## config.mk

```make
export PLATFORM = sky130hd
export DESIGN_NAME = axi_lite_slave_regfile
export DESIGN_NICKNAME = d
export VERILOG_FILES = /design/src/rtl/axi_lite_pkg.sv /design/src/rtl/axi_lite_addr_decode.sv /design/src/rtl/axi_lite_slave_regfile.sv
export SDC_FILE = /design/constraint.sdc
export NUM_CORES = 1
export LEC_CHECK = 0
export CELL_PAD_IN_SITES_DETAIL_PLACEMENT = 1
export CELL_PAD_IN_SITES_GLOBAL_PLACEMENT = 2
export CORE_MARGIN = 3
export CORE_UTILIZATION = 33
export DETAILED_ROUTE_END_ITERATION = 6
export HOLD_SLACK_MARGIN = 0.02
export PLACE_DENSITY = 0.91
export RECOVER_POWER = 100
export SLEW_MARGIN = 20
export SYNTH_ARGS = -nofsm -noshare
export SYNTH_HDL_FRONTEND = slang
export SYNTH_SLANG_ARGS = --single-unit
export TNS_END_PERCENT = 10
```

## constraint.sdc

```tcl
create_clock -name s_axi_aclk_i -period 3.1 [get_ports s_axi_aclk_i]
set_clock_uncertainty 0.2 [all_clocks]
set_input_delay 0.31 -clock s_axi_aclk_i [delete_from_list [all_inputs] [get_ports s_axi_aclk_i]]
set_output_delay 0.31 -clock s_axi_aclk_i [all_outputs]
set_load 0.05 [all_outputs]
```

## src/rtl/axi_lite_pkg.sv

```systemverilog
// Shared definitions for the AXI-Lite register-file slave.
//   RESP_OKAY / RESP_SLVERR : BRESP/RRESP encodings
//   rd_state_e              : read-channel state machine encoding
package axi_lite_pkg;

  localparam logic [1:0] RESP_OKAY   = 2'b00;
  localparam logic [1:0] RESP_SLVERR = 2'b10;

  typedef enum logic {
    R_IDLE,
    R_VALID
  } rd_state_e;

endpackage

```

## src/rtl/axi_lite_addr_decode.sv

```systemverilog
// Register-window address decoder (combinational).
//   addr_i : byte address
//   hit_o  : address is word-aligned and inside [BASE_ADDR, BASE_ADDR + 4*NUM_REGS)
//   idx_o  : register index, meaningful only when hit_o is set
module axi_lite_addr_decode
  import axi_lite_pkg::*;
#(
  parameter int                    ADDR_WIDTH = 32,
  parameter int                    NUM_REGS   = 16,
  parameter logic [ADDR_WIDTH-1:0] BASE_ADDR  = 32'h0000_1000,
  parameter int                    IDX_W      = $clog2(NUM_REGS)
) (
  input  logic [ADDR_WIDTH-1:0] addr_i,
  output logic                  hit_o,
  output logic [IDX_W-1:0]      idx_o
);

  // BASE_ADDR is aligned to the window size, so a range check reduces to
  // matching the bits above the window.
  localparam int TAG_LSB = IDX_W + 2;

  assign hit_o = (addr_i[ADDR_WIDTH-1:TAG_LSB] == BASE_ADDR[ADDR_WIDTH-1:TAG_LSB]) &&
                 (addr_i[1:0] == 2'b00);
  assign idx_o = addr_i[TAG_LSB-1:2];

endmodule

```

## src/rtl/axi_lite_slave_regfile.sv

```systemverilog
// AXI-Lite slave exposing NUM_REGS byte-strobed control registers at BASE_ADDR.
//   s_axi_aclk_i / s_axi_areset_i : clock, synchronous active-high reset
//   s_axi_aw* / s_axi_w* / s_axi_b* : write address, data and response channels
//   s_axi_ar* / s_axi_r*            : read address and data channels
//   regs_o                          : flat register contents, register i at [i*DATA_WIDTH +: DATA_WIDTH]
//
// Read FSM:
//   state   | meaning
//   R_IDLE  | arready high, waiting for an AR handshake
//   R_VALID | rvalid high, rdata/rresp held until rready
module axi_lite_slave_regfile
  import axi_lite_pkg::*;
#(
  parameter int                    ADDR_WIDTH      = 32,
  parameter int                    DATA_WIDTH      = 32,
  parameter int                    TRANS_W_STRB_W  = DATA_WIDTH / 8,
  parameter int                    TRANS_WR_RESP_W = 2,
  parameter int                    TRANS_PROT      = 3,
  parameter int                    NUM_REGS        = 16,
  parameter logic [ADDR_WIDTH-1:0] BASE_ADDR       = 32'h0000_1000
) (
  input  logic                           s_axi_aclk_i,
  input  logic                           s_axi_areset_i,
  input  logic [ADDR_WIDTH-1:0]          s_axi_awaddr_i,
  input  logic [TRANS_PROT-1:0]          s_axi_awprot_i,
  input  logic                           s_axi_awvalid_i,
  output logic                           s_axi_awready_o,
  input  logic [DATA_WIDTH-1:0]          s_axi_wdata_i,
  input  logic [TRANS_W_STRB_W-1:0]      s_axi_wstrb_i,
  input  logic                           s_axi_wvalid_i,
  output logic                           s_axi_wready_o,
  output logic [TRANS_WR_RESP_W-1:0]     s_axi_bresp_o,
  output logic                           s_axi_bvalid_o,
  input  logic                           s_axi_bready_i,
  input  logic [ADDR_WIDTH-1:0]          s_axi_araddr_i,
  input  logic [TRANS_PROT-1:0]          s_axi_arprot_i,
  input  logic                           s_axi_arvalid_i,
  output logic                           s_axi_arready_o,
  output logic [DATA_WIDTH-1:0]          s_axi_rdata_o,
  output logic [TRANS_WR_RESP_W-1:0]     s_axi_rresp_o,
  output logic                           s_axi_rvalid_o,
  input  logic                           s_axi_rready_i,
  output logic [NUM_REGS*DATA_WIDTH-1:0] regs_o
);

  localparam int IDX_W = $clog2(NUM_REGS);

  logic                       aw_full_q, w_full_q;
  logic [ADDR_WIDTH-1:0]      awaddr_q;
  logic [DATA_WIDTH-1:0]      wdata_q;
  logic [TRANS_W_STRB_W-1:0]  wstrb_q;
  logic                       bvalid_q;
  logic [TRANS_WR_RESP_W-1:0] bresp_q;
  rd_state_e                  rstate_q, rstate_d;
  logic [DATA_WIDTH-1:0]      rdata_q;
  logic [TRANS_WR_RESP_W-1:0] rresp_q;
  logic [DATA_WIDTH-1:0]      regs_q [NUM_REGS];

  logic             wr_hit, rd_hit;
  logic [IDX_W-1:0] wr_idx, rd_idx;
  logic             aw_hs, w_hs, ar_hs, commit;

  // Protection bits carry no meaning for this block.
  logic unused_prot;
  assign unused_prot = ^{s_axi_awprot_i, s_axi_arprot_i};

  axi_lite_addr_decode #(
    .ADDR_WIDTH (ADDR_WIDTH),
    .NUM_REGS   (NUM_REGS),
    .BASE_ADDR  (BASE_ADDR),
    .IDX_W      (IDX_W)
  ) u_wr_decode (
    .addr_i (awaddr_q),
    .hit_o  (wr_hit),
    .idx_o  (wr_idx)
  );

  axi_lite_addr_decode #(
    .ADDR_WIDTH (ADDR_WIDTH),
    .NUM_REGS   (NUM_REGS),
    .BASE_ADDR  (BASE_ADDR),
    .IDX_W      (IDX_W)
  ) u_rd_decode (
    .addr_i (s_axi_araddr_i),
    .hit_o  (rd_hit),
    .idx_o  (rd_idx)
  );

  assign s_axi_awready_o = !aw_full_q;
  assign s_axi_wready_o  = !w_full_q;
  assign s_axi_bvalid_o  = bvalid_q;
  assign s_axi_bresp_o   = bresp_q;
  assign s_axi_arready_o = (rstate_q == R_IDLE);
  assign s_axi_rvalid_o  = (rstate_q == R_VALID);
  assign s_axi_rdata_o   = rdata_q;
  assign s_axi_rresp_o   = rresp_q;

  assign aw_hs  = s_axi_awvalid_i && !aw_full_q;
  assign w_hs   = s_axi_wvalid_i && !w_full_q;
  assign ar_hs  = s_axi_arvalid_i && (rstate_q == R_IDLE);
  // A commit only fires with B idle, so it never collides with a B handshake,
  // and both slots are full, so it never collides with a slot refill.
  assign commit = aw_full_q && w_full_q && !bvalid_q;

  always_ff @(posedge s_axi_aclk_i) begin
    if (s_axi_areset_i) begin
      aw_full_q <= 1'b0;
      w_full_q  <= 1'b0;
      awaddr_q  <= '0;
      wdata_q   <= '0;
      wstrb_q   <= '0;
      bvalid_q  <= 1'b0;
      bresp_q   <= '0;
    end else if (commit) begin
      aw_full_q <= 1'b0;
      w_full_q  <= 1'b0;
      bvalid_q  <= 1'b1;
      bresp_q   <= wr_hit ? TRANS_WR_RESP_W'(RESP_OKAY) : TRANS_WR_RESP_W'(RESP_SLVERR);
    end else begin
      if (bvalid_q && s_axi_bready_i) bvalid_q <= 1'b0;
      if (aw_hs) begin
        aw_full_q <= 1'b1;
        awaddr_q  <= s_axi_awaddr_i;
      end
      if (w_hs) begin
        w_full_q <= 1'b1;
        wdata_q  <= s_axi_wdata_i;
        wstrb_q  <= s_axi_wstrb_i;
      end
    end
  end

  always_ff @(posedge s_axi_aclk_i) begin
    if (s_axi_areset_i) begin
      for (int i = 0; i < NUM_REGS; i++) regs_q[i] <= '0;
    end else if (commit && wr_hit) begin
      for (int b = 0; b < TRANS_W_STRB_W; b++) begin
        if (wstrb_q[b]) regs_q[wr_idx][b*8 +: 8] <= wdata_q[b*8 +: 8];
      end
    end
  end

  always_ff @(posedge s_axi_aclk_i) begin
    if (s_axi_areset_i) begin
      rstate_q <= R_IDLE;
      rdata_q  <= '0;
      rresp_q  <= '0;
    end else begin
      rstate_q <= rstate_d;
      // Sampled before this edge's commit lands, so a same-edge write is not seen.
      if (ar_hs) begin
        rdata_q <= rd_hit ? regs_q[rd_idx] : '0;
        rresp_q <= rd_hit ? TRANS_WR_RESP_W'(RESP_OKAY) : TRANS_WR_RESP_W'(RESP_SLVERR);
      end
    end
  end

  always_comb begin
    rstate_d = rstate_q;
    case (rstate_q)
      R_IDLE:  if (s_axi_arvalid_i) rstate_d = R_VALID;
      R_VALID: if (s_axi_rready_i)  rstate_d = R_IDLE;
      default: rstate_d = R_IDLE;
    endcase
  end

  for (genvar gi = 0; gi < NUM_REGS; gi++) begin : g_regs_out
    assign regs_o[gi*DATA_WIDTH +: DATA_WIDTH] = regs_q[gi];
  end

endmodule

```

# Word-level counts from Yosys, hierarchy flattened
# Memories as Yosys holds them, arrays and structs flattened.
# Cells that the tools add are included.
# totals
rom_bits,0
memories,1
latchBits,0
regBits,108
wordCells,63
mem_bits_rw,512
# op_classes
order_cmp,0
n_bitwise,2
shifts,0
addsub,0
multipliers,0
mux,29
n_reduce_logical,19
div_mod_pow,0
eq_ne,2
# memory_table
name,words,width,rd,rd_ports_with_merged_regs,write_ports,line,source
regs_q,16,32,17,0,16,axi_lite_slave_regfile.sv:57,logic [DATA_WIDTH-1:0] regs_q [NUM_REGS];
# op_table
op,n
$mux 32,2
$eq 26x7->1 const B,2
$reduce_or 32->1,1
$mux 1,22
$logic_and 1x1->1,9
$mux 4,2
$logic_not 2->1,2
$mux 2,2
$reduce_and 2->1,2
$logic_not 1->1,3
$not 1->1,2
$pmux 1 s2,1
$reduce_bool 2->1,1
$reduce_or 2->1,1

# Depth between registers and ports, before layout
# Gate-level depths: netlist (run 1).
# depth
ltp_word,8
depth_mapped,7
mapped_depth_nobuf,4

# Hierarchy
# Synthesis (run 1) repeated with hierarchy kept, for this count alone.
# hier_totals
cells_unflattened,2002
area_unflattened_um2,27396.3
# modules_own_cells
module,cells_each,area_per_inst_um2,n_inst,seq_area_each_um2
axi_lite_slave_regfile,1974,27201.1,1,17496.8
axi_lite_addr_decode,14,97.6,2,0.0

# Worst setup path before layout (run 1)
# Ideal clock, no wire load.
# synth_timing
kind,reg2reg
start,reg bvalid_q (netlist: s_axi_bvalid_o)
end,mem regs_q[0][0] (enable)
required_time_ps,2638
t_arrival_ps,1964
n_path_buf,3
path_slack_ps,675
path_stages_with_launch,8
period_less_slack_ps,2425
cell_sequence,dfxtp_1 and3b_1 and4_2 buf_2 and3_1 clkbuf_2 buf_2 a31o_2
# synth_lines
item,line,source
start: declaration,axi_lite_slave_regfile.sv:52,logic bvalid_q;
start signal: assignment,axi_lite_slave_regfile.sv:112,bvalid_q <= 1'b0;
start signal: assignment,axi_lite_slave_regfile.sv:117,bvalid_q <= 1'b1;
start signal: assignment,axi_lite_slave_regfile.sv:120,if (bvalid_q && s_axi_bready_i) bvalid_q <= 1'b0;
end: declaration,axi_lite_slave_regfile.sv:57,

==> results.yml, run 1 <==
route:
  avgRoutedWirePerCell_um: 30.0
  firstDrtPassIters: 6
  avgViaCountPerCell: 5.48
  drtIter0Drc: 1972
  num_vias: 21000
  wirelength_mm: 115
  ant_nets: 0
  route.detailed.drc: 0
worst_setup_path:
  worst_ep_required_time_ps: 3140
  path_class: "flip-flop to flip-flop"
  setup_crit_start: "awaddr_q[14]$_SDFFE_PP0P_"
  worst_ep_arrival_time_ps: 2950
  path_max_fanout: 16
  critPathCaptureType: "flip-flop"
  cp-start-kind: "flip-flop"
  reg2reg_from: "awaddr_q[14]$_SDFFE_PP0P_"
floorplan:
  die_area_sq_mm: 0.0848
  floorplan.rows: 103
  die_w_um: 291
  num_io_pins: 666
  die-height_um: 291
  core_area_sq_mm: 0.0798
  initial_cell_density_of_the_core_pct: 33.6
timing:
  timing.slew.headroom_pct: -8.44
  worst_hold_slack_ps: 56.2
  slew_violations: 37
  final_count_of_negative_setup_slack_endpoints: 0
  final_period_utilization_pct: 94.0
  period_needed_ps: 2910
  timing_worst_slew_pin_value_ps: 1630
  final-hold-violation-count: 0
  achievable_freq_ghz: 0.343
  fin_tns_setup_ps: 0
  unrepaired_setup_endpoints_after_global_routing: "false"
synthesis:
  synth_sequential_area_ratio_pct: 65.2
  postSynthCellCount: 2097
  synth_edf_count: 512
  synth-main-ff-cell: "sky130_fd_sc_hd__edfxtp_1"
  yosys.cell_types.count: 42
  avgSynthCellArea_sq_um: 12.8
  yosys_warning_total: 0
  yosys.area.top_type_share_pct: 57.3
  post_synth_main_area_contributors: "sky130_fd_sc_hd__edfxtp_1, sky130_fd_sc_hd__dfxtp_1, sky130_fd_sc_hd__nor2_1, sky130_fd_sc_hd__mux2i_1, sky130_fd_sc_hd__mux4_2"
  async_reset_ff_share_pct: 0
  yosys.area.top_type: "sky130_fd_sc_hd__edfxtp_1"
  syn_area_sq_mm: 0.0268
  postSynthRegisterBits: 618
finish:
  post-route-cell-area_sq_mm: 0.0369
  most-common-layout-cells: "sky130_fd_sc_hd__dlygate4sd3_1, sky130_fd_sc_hd__edfxtp_1, sky130_fd_sc_hd__nor2_1, sky130_fd_sc_hd__nand2_1, sky130_fd_sc_hd__mux2i_1"
  postLayoutCoreUtil_pct: 46.3
  layout_commonest_cell: "sky130_fd_sc_hd__dlygate4sd3_1"
  drive_gt1_share_pct: 11.3
  final_nets: 2846
  synthToLayoutAreaGrowth_pct: 37.5
  filler_cell_count: 8187
run_status:
  run_status: "finished with violations"
  violations_in_the_final_reports: "capacitance limit, slew limit"
clock_network:
  clockBufferDepth: 3
  clock_insertion_delay_at_the_later_pin_of_the_skew_report_ps: 620
  cts_tree: "yes"
  cts_inserted_buffers: 70
  cts.sink_count: 618
  cts.root.buffer_cell: "sky130_fd_sc_hd__clkbuf_16"
  worst_setup_hold_path_clk_slew_ps: 60
  htree_num_levels: 3
min_path:
  hold_path_class: "input pin to flip-flop"
  holdCritStartpoint: "s_axi_awaddr_i[12]"
power:
  power.ir.vdd_worst_uv: 334
  power_per_cell_area_mw_per_mm2: 552
  leakage_nw: 13.7
grt:
  grt_pass1_wl_mm: 164
  global_route.usage.total_pct: 26.5
  largest_net_degree_at_the_start_of_global_routing: 41
  grt_pass1_vias: 21900
  grt-ovfl-total: 0
  grt_antenna_before_repair: 3
placement:
  area_of_placed_instances_sq_mm: 0.0347
  place.gp.congestion: 0.934
  hpwlAfterDp_mm: 88.3
  place.port_buffers: 657
job:
  cap_viol_max_count: 1
worst max-delay path, stage by stage, from the launching register on:
cell and delay [ps]:
sky130_fd_sc_hd__dfxtp_1 310, sky130_fd_sc_hd__nor4_1 480, sky130_fd_sc_hd__nand4_1 400, sky130_fd_sc_hd__nor3_4 250
sky130_fd_sc_hd__buf_4 360, sky130_fd_sc_hd__a31o_1 520
power breakdown:
part	leakage (nW)	total [mW]	internal [mW]	switching, mW
registers	6.17	9.48	9.25	0.225
logic	6.45	2.60	0.810	1.79
clock network	1.10	8.29	4.80	3.49
kinds of logic (layout without fill, tap and decap cells):
kind of cell | after synthesis | count (layout) | synth area share (%)
other | 1 | 3 | 0.0140
buffers and inverters | 204 | 895 | 3.49
AO/OA/AOI/OAI | 262 | 262 | 7.20
multiplexers | 224 | 224 | 11.4
AND/OR/NAND/NOR | 788 | 788 | 12.7
flip-flops | 618 | 618 | 65.2
registers in the layout, indices dropped and copies added (netlist names):
signal,cells
aw_full_q,1
awaddr_q,32
regs_q,512
s_axi_bresp_o,1
s_axi_bvalid_o,1
s_axi_rdata_o,32
s_axi_rresp_o,1
s_axi_rvalid_o,1
w_full_q,1
wdata_q,32
wstrb_q,4
area by class of cell:
class / count / area, sq um / area share (%)
flip-flops and latches: 618 / 17500 / 47.4
multi-input cells: 1276 / 8350 / 22.6
repair buffers: 762 / 7460 / 20.2
clock buffers: 95 / 1910 / 5.18
well taps: 1050 / 1310 / 3.56
clock inverters: 33 / 348 / 0.943
inverters: 5 / 18.8 / 0.0509
diodes: 1 / 2.50 / 0.00678
metrics by stage:
stage | cells | total power [mW] | setup WS (ps)
after detailed placement | 3706 | 12.3 | 362
after global routing | 3839 | 20.9 | 119
final | 3840 | 20.4 | 186
after CTS | 3839 | 20.6 | 337
after floorplan | 2098 | 11.2 | 675
after global placement | 3706 | 12.3 | 418
layer usage:
| metal | GRT usage (%) | routed length (um) | up-vias |
|---|---|---|---|
| li1 | - | - | 8859 |
| met4 | 12.3 | 5910 | 0 |
| met1 | 33.8 | 45400 | 10800 |
| met5 | 0 | 0 | - |
| met2 | 43.7 | 55200 | 1141 |
| met3 | 5.00 | 8870 | 216 |
Yosys cell counts (2+ instances only):
library cell / number
sky130_fd_sc_hd__edfxtp_1: 512
sky130_fd_sc_hd__nand2_1: 202
sky130_fd_sc_hd__buf_4: 3
sky130_fd_sc_hd__nor2b_1: 13
sky130_fd_sc_hd__a21oi_1: 70
sky130_fd_sc_hd__and3_1: 8
sky130_fd_sc_hd__clkbuf_1: 90
sky130_fd_sc_hd__a31o_2: 47
sky130_fd_sc_hd__nand3_1: 2
sky130_fd_sc_hd__inv_1: 5
sky130_fd_sc_hd__mux4_2: 66
sky130_fd_sc_hd__nor2_1: 492
sky130_fd_sc_hd__a22oi_1: 62
sky130_fd_sc_hd__nor2_2: 2
sky130_fd_sc_hd__or4b_1: 2
sky130_fd_sc_hd__buf_12: 3
sky130_fd_sc_hd__nor2_4: 28
sky130_fd_sc_hd__nor3_1: 3
sky130_fd_sc_hd__dfxtp_1: 106
sky130_fd_sc_hd__mux2i_1: 158
sky130_fd_sc_hd__o21a_1: 2
sky130_fd_sc_hd__nor4_1: 6
sky130_fd_sc_hd__a32o_1: 31
sky130_fd_sc_hd__clkbuf_2: 3
sky130_fd_sc_hd__nor4_2: 6
sky130_fd_sc_hd__buf_2: 55
sky130_fd_sc_hd__buf_6: 5
sky130_fd_sc_hd__buf_1: 40
sky130_fd_sc_hd__nand4_1: 16
sky130_fd_sc_hd__a21o_1: 47
timing repair:
item | CTS | global route
setup buffers | 0 | 0
endpoints found under the hold margin | 5 | 0
resized for setup | 0 | 0
hold buffers | 5 | 0
final timing paths:
kind | to | slack (ps) | cells past startpoint
max reg2reg | regs_q[3][15]$_SDFFCE_PN0P_ | 190 | 5
max | regs_q[3][15]$_SDFFCE_PN0P_ | 190 | 5
min | awaddr_q[12]$_SDFFE_PP0P_ | 60 | 3
min reg2reg | awaddr_q[12]$_SDFFE_PP0P_ | 250 | 2
Note: power is estimated with default switching activity, not from simulation.
==> run 2: changes to the inputs <==
--- a/config.mk
+++ b/config.mk
@@ -5,10 +5,13 @@
 export SDC_FILE = /design/constraint.sdc
 export NUM_CORES = 1
 export LEC_CHECK = 0
+export ABC_AREA = 1
+export ABC_CLOCK_PERIOD_IN_PS = 3100
 export CELL_PAD_IN_SITES_DETAIL_PLACEMENT = 1
 export CELL_PAD_IN_SITES_GLOBAL_PLACEMENT = 2
 export CORE_MARGIN = 3
-export CORE_UTILIZATION = 33
+export CORE_UTILIZATION = 31
+export CTS_CLUSTER_DIAMETER = 120
 export DETAILED_ROUTE_END_ITERATION = 6
 export HOLD_SLACK_MARGIN = 0.02
 export PLACE_DENSITY = 0.91
==> results.yml, run 2 <==
worst_setup_path:
  critPathCaptureType: "flip-flop"
  cp-start-kind: "input pin"
  worst_ep_required_time_ps: 3170
  r2r_end: "regs_q[0][14]$_SDFFCE_PN0P_"
  reg2reg_depth: 6
  worst_ep_arrival_time_ps: 2840
  reg2reg_from: "awaddr_q[7]$_SDFFE_PP0P_"
  path_class: "input pin to flip-flop"
  path_max_fanout: 27
  r2r_setup_slack_ps: 350
synthesis:
  synth_top_cells_by_count: "sky130_fd_sc_hd__nand2_1, sky130_fd_sc_hd__nor2_1, sky130_fd_sc_hd__edfxtp_1, sky130_fd_sc_hd__nand3_1, sky130_fd_sc_hd__clkbuf_1"
  post_synth_main_area_contributors: "sky130_fd_sc_hd__edfxtp_1, sky130_fd_sc_hd__nand3_1, sky130_fd_sc_hd__nand2_1, sky130_fd_sc_hd__nor2_1, sky130_fd_sc_hd__dfxtp_1"
  postSynthRegisterBits: 618
  yosys.cell_types.count: 29
  yosys.area.top_type: "sky130_fd_sc_hd__edfxtp_1"
  async_reset_ff_share_pct: 0
  yosys.area.top_type_share_pct: 55.6
  post-synth-top-count-cell: "sky130_fd_sc_hd__nand2_1"
  synth_edf_count: 512
  synth-main-ff-cell: "sky130_fd_sc_hd__edfxtp_1"
  syn_area_sq_mm: 0.0277
  avgSynthCellArea_sq_um: 9.74
  synth_sequential_area_ratio_pct: 63.2
  yosys_warning_total: 0
  postSynthCellCount: 2841
timing:
  final_count_of_negative_setup_slack_endpoints: 0
  fin_tns_setup_ps: 0
  timing_worst_slew_pin_value_ps: 1420
  worst_slack_ps: 330
  final_period_utilization_pct: 89.4
  timing.slew.headroom_pct: 5.05
  period_needed_ps: 2770
  final-hold-violation-count: 0
  unrepaired_setup_endpoints_after_global_routing: "false"
  achievable_freq_ghz: 0.361
  slew_violations: 0
grt:
  largest_net_degree_at_the_start_of_global_routing: 125
  grt_pass1_wl_mm: 177
  globalRoute.busiestLayer: "met2"
  grt_pass1_vias: 24800
  grt-ovfl-total: 0
  grt_antenna_before_repair: 14
  use_met1_pct: 31.8
  global_route.usage.met3_pct: 5.42
  global_route.usage.met2_pct: 43.6
  global_route.usage.total_pct: 25.9
floorplan:
  die_w_um: 305
  initial_cell_density_of_the_core_pct: 31.6
  num_io_pins: 666
  core_area_sq_mm: 0.0876
  die_area_sq_mm: 0.0929
  floorplan.rows: 108
  die-height_um: 305
clock_network:
  clock_insertion_delay_at_the_later_pin_of_the_skew_report_ps: 610
  cts_inserted_buffers: 72
  cts_tree: "yes"
  clockBufferDepth: 3
  htree_num_levels: 3
  post-cts-setup-buffer-count: 0
  cts.root.buffer_cell: "sky130_fd_sc_hd__clkbuf_16"
  worst_setup_hold_path_clk_slew_ps: 60
  cts_resized: 0
  cts.sink_count: 618
power:
  power_per_cell_area_mw_per_mm2: 564
  power.ir.vdd_worst_uv: 353
  fin_total_pwr_mw: 21.1
  leakage_nw: 14.3
finish:
  final_nets: 3569
  largest_register_ffs: 512
  postLayoutCoreUtil_pct: 42.7
  most-common-layout-cells: "sky130_fd_sc_hd__nand2_1, sky130_fd_sc_hd__nor2_1, sky130_fd_sc_hd__dlygate4sd3_1, sky130_fd_sc_hd__nand3_1, sky130_fd_sc_hd__edfxtp_1"
  synthToLayoutAreaGrowth_pct: 35.0
  layout_commonest_cell: "sky130_fd_sc_hd__nand2_1"
  max_flop_register: "regs_q"
  post-route-cell-area_sq_mm: 0.0374
  drive_gt1_share_pct: 5.89
min_path:
  worst_hold_path.num_cells: 3
  worstHoldEndpoint: "w_full_q$_SDFFE_PP0P_"
  hold_path_class: "input pin to flip-flop"
  holdCritStartpoint: "s_axi_wvalid_i"
route:
  route.detailed.drc: 0
  num_vias: 24500
  drtIter0Drc: 1954
  avgViaCountPerCell: 5.24
  ant_nets: 0
  wirelength_mm: 125
  avgRoutedWirePerCell_um: 26.7
  firstDrtPassIters: 5
placement:
  hpwlAfterDp_mm: 91.8
  preCtsSetupSlack_ps: 385
  place.gp.congestion: 0.891
  place.port_buffers: 657
  area_of_placed_instances_sq_mm: 0.0356
job:
  cap_viol_max_count: 0
run_status:
  run_status: "complete, no violations"
run 2: where the power goes:
group / internal (mW) / total [mW] / switching, mW / leakage [nW]
Clock: 5.02 / 8.61 / 3.59 / 1.15
Sequential: 9.28 / 9.53 / 0.249 / 6.16
Combinational: 0.726 / 2.92 / 2.20 / 7.00
run 2: logic make-up after synthesis:
| logic type | Yosys count | share of synthesized area (%) |
|---|---|---|
| DFF | 618 | 63.2 |
| AOI/OAI and AO/OA | 146 | 2.64 |
| buffers and inverters | 254 | 4.06 |
| and+or+nand+nor | 1822 | 30.0 |
| other | 1 | 0.0136 |
run 2: cell type report:
type / instances / area [sq um]
Antenna cell: 8 / 20.0
Clock buffer: 100 / 2020
Clock inverter: 31 / 364
Fill cell: 9858 / 50200
Inverter: 67 / 262
Multi-Input combinational cell: 1970 / 8490
Sequential cell: 618 / 17500
Tap cell: 1155 / 1450
Timing Repair Buffer: 727 / 7260
run 2: routing by layer:
layer	part of all wire (%)	up-vias
li1	-	10900
met1	39	12200
met2	48	1148
met3	8.1	276
met4	4.9	6
met5	0.026	-
run 2: what timing repair did:
item | CTS | global route
hold buffers | 1 | 0
hold endpoints to repair | 1 | 0
endpoints found under the setup margin | 0 | 0
run 2: how the worst max path moves through the flow:
stage | from | to | depth (start not counted)
after floorplan | s_axi_bvalid_o$_SDFFE_PP0P_ | regs_q[7][0]$_SDFFCE_PN0P_ | 9
after global placement | awaddr_q[5]$_SDFFE_PP0P_ | regs_q[7][6]$_SDFFCE_PN0P_ | 6
after CTS | awaddr_q[5]$_SDFFE_PP0P_ | regs_q[7][5]$_SDFFCE_PN0P_ | 6
final | s_axi_areset_i | regs_q[4][3]$_SDFFCE_PN0P_ | 5
after global routing | awaddr_q[7]$_SDFFE_PP0P_ | regs_q[0][13]$_SDFFCE_PN0P_ | 6
after detailed placement | awaddr_q[7]$_SDFFE_PP0P_ | regs_q[11][2]$_SDFFCE_PN0P_ | 6
run 2: critical path: stages:
cell and delay, ps:
sky130_fd_sc_hd__dlygate4sd3_1 530, sky130_fd_sc_hd__buf_2 210, sky130_fd_sc_hd__inv_1 770, sky130_fd_sc_hd__clkbuf_2 610, sky130_fd_sc_hd__nand2_1 390
run 2: metrics by stage:
stage | cells | hold WS (ps)
final | 4676 | 81.7
after global routing | 4674 | 73.5
after CTS | 4668 | 42.2
after detailed placement | 4536 | 259
after global placement | 4536 | 253
after floorplan | 2842 | 245
==> run 3: changes to the inputs <==
--- a/config.mk
+++ b/config.mk
@@ -9,7 +9,6 @@
 export ABC_CLOCK_PERIOD_IN_PS = 3100
 export CELL_PAD_IN_SITES_DETAIL_PLACEMENT = 1
 export CELL_PAD_IN_SITES_GLOBAL_PLACEMENT = 2
-export CORE_MARGIN = 3
 export CORE_UTILIZATION = 31
 export CTS_CLUSTER_DIAMETER = 120
 export DETAILED_ROUTE_END_ITERATION = 6
==> results.yml, run 3 (synthesis results as in run 2) <==
timing:
  final_count_of_negative_setup_slack_endpoints: 0
  worst_slack_ps: 322
  period_needed_ps: 2780
  timing_worst_slew_pin_value_ps: 1400
  slew_violations: 0
  fin_tns_setup_ps: 0
  final-hold-violation-count: 0
  timing.slew.headroom_pct: 6.79
  final_period_utilization_pct: 89.6
  unrepaired_setup_endpoints_after_global_routing: "false"
  achievable_freq_ghz: 0.360
route:
  avgRoutedWirePerCell_um: 26.4
  num_vias: 24500
  route.detailed.drc: 0
  ant_nets: 0
  drtIter0Drc: 1785
  firstDrtPassIters: 5
  avgViaCountPerCell: 5.22
  wirelength_mm: 124
clock_network:
  worst_setup_hold_path_clk_slew_ps: 60
  cts.sink_count: 618
  cts_inserted_buffers: 72
  clock_insertion_delay_at_the_later_pin_of_the_skew_report_ps: 610
  cts.root.buffer_cell: "sky130_fd_sc_hd__clkbuf_16"
  cts_resized: 0
  cts.hold.buffers_added: 0
  cts_tree: "yes"
  clockBufferDepth: 3
  htree_num_levels: 3
  post-cts-setup-buffer-count: 0
worst_setup_path:
  worst_ep_required_time_ps: 3150
  path_class: "flip-flop to flip-flop"
  r2r_end: "regs_q[6][21]$_SDFFCE_PN0P_"
  reg2reg_from: "awaddr_q[7]$_SDFFE_PP0P_"
  worst_ep_arrival_time_ps: 2830
  reg2reg_depth: 6
  r2r_setup_slack_ps: 320
  cp-start-kind: "flip-flop"
  critPathCaptureType: "flip-flop"
  path_max_fanout: 32
finish:
  synthToLayoutAreaGrowth_pct: 34.5
  final_nets: 3570
  largest_register_ffs: 512
  drive_gt1_share_pct: 5.63
  layout_commonest_cell: "sky130_fd_sc_hd__nand2_1"
  filler_cell_count: 10000
  most-common-layout-cells: "sky130_fd_sc_hd__nand2_1, sky130_fd_sc_hd__nor2_1, sky130_fd_sc_hd__dlygate4sd3_1, sky130_fd_sc_hd__nand3_1, sky130_fd_sc_hd__edfxtp_1"
  post-route-cell-area_sq_mm: 0.0372
  max_flop_register: "regs_q"
floorplan:
  die_w_um: 301
  initial_cell_density_of_the_core_pct: 31.3
  floorplan.rows: 109
  num_io_pins: 666
  core_area_sq_mm: 0.0884
  die-height_um: 301
  die_area_sq_mm: 0.0904
grt:
  grt_pass1_vias: 24700
  grt_antenna_before_repair: 15
  grt_pass1_wl_mm: 175
  global_route.usage.total_pct: 26.7
  largest_net_degree_at_the_start_of_global_routing: 97
  grt-ovfl-total: 0
placement:
  hpwlAfterDp_mm: 91.3
  place.gp.congestion: 0.896
  preCtsSetupSlack_ps: 386
  area_of_placed_instances_sq_mm: 0.0356
  place.port_buffers: 657
job:
  cap_viol_max_count: 0
min_path:
  worstHoldEndpoint: "aw_full_q$_SDFFE_PP0P_"
  hold_path_class: "input pin to flip-flop"
  worst_hold_path.num_cells: 3
  holdCritStartpoint: "s_axi_awvalid_i"
run_status:
  run_status: "complete, no violations"
power:
  leakage_nw: 14.3
  fin_total_pwr_mw: 21.1
  power_per_cell_area_mw_per_mm2: 566
  power.ir.vdd_worst_uv: 417
==> run 3: cell types whose count changed in the layout (fill, tap and decap cells not counted), sizes merged <==
cell / before / now
buf: 65 / 69
inv: 40 / 36
clkbuf: 109 / 112
diode: 8 / 5
clkinv: 49 / 50
clkinvlp: 4 / 3
dlygate4sd3: 552 / 551
==> run 3: metrics by stage <==
step / std cells / hold WS [ps] / utilization, %
finish: 4685 / 80.1 / 42.1
global route: 4684 / 89.8 / 42.1
CTS: 4680 / 43.5 / 42.9
detailed placement: 4548 / 258 / 40.2
global placement: 4548 / 253 / 40.2
floorplan: 2842 / 245 / -
==> run 3: final cells by class <==
class	count	area [sq um]	share of cell area [%]
clock buffers	105	2100	5.65
repair buffers	728	7240	19.5
inverters	67	264	0.709
well taps	1165	1460	3.92
multi-input cells	1970	8370	22.5
flip-flops and latches	618	17500	47.0
clock inverters	27	274	0.736
diodes	5	12.5	0.0336
==> run 3: critical path, cell delays in order, from the launching register on <==
cell                      delay [ps]
sky130_fd_sc_hd__dfxtp_1         300
sky130_fd_sc_hd__nor4_1          370
sky130_fd_sc_hd__nand3_1         210
sky130_fd_sc_hd__nor2_4          200
sky130_fd_sc_hd__buf_12          230
sky130_fd_sc_hd__nand3_1         380
sky130_fd_sc_hd__nand2_1         500
==> run 3: routing by layer <==
layer,vias to the layer above,track usage (%),wire (um)
met5,-,0,126
met4,18,12.0,5790
met3,277,6.08,10800
met2,1187,45.1,60100
met1,12100,32.3,46800
li1,10800,-,-
==> run 3: how the worst max path moves through the flow <==
| stage | from | end | slack [ps] |
|---|---|---|---|
| floorplan | s_axi_bvalid_o$_SDFFE_PP0P_ | regs_q[7][0]$_SDFFCE_PN0P_ | 830 |
| global placement | awaddr_q[7]$_SDFFE_PP0P_ | regs_q[4][8]$_SDFFCE_PN0P_ | 450 |
| detailed placement | awaddr_q[7]$_SDFFE_PP0P_ | regs_q[15][27]$_SDFFCE_PN0P_ | 390 |
| CTS | awaddr_q[7]$_SDFFE_PP0P_ | regs_q[4][9]$_SDFFCE_PN0P_ | 360 |
| global route | awaddr_q[7]$_SDFFE_PP0P_ | regs_q[12][10]$_SDFFCE_PN0P_ | 230 |
| finish | awaddr_q[7]$_SDFFE_PP0P_ | regs_q[6][21]$_SDFFCE_PN0P_ | 320 |
==> run 3: power by group <==
group / total [mW] / switching [mW] / leakage, nW / internal, mW
sequential: 9.53 / 0.252 / 6.16 / 9.28
clock: 8.63 / 3.50 / 1.16 / 5.13
combinational: 2.91 / 2.19 / 6.98 / 0.718
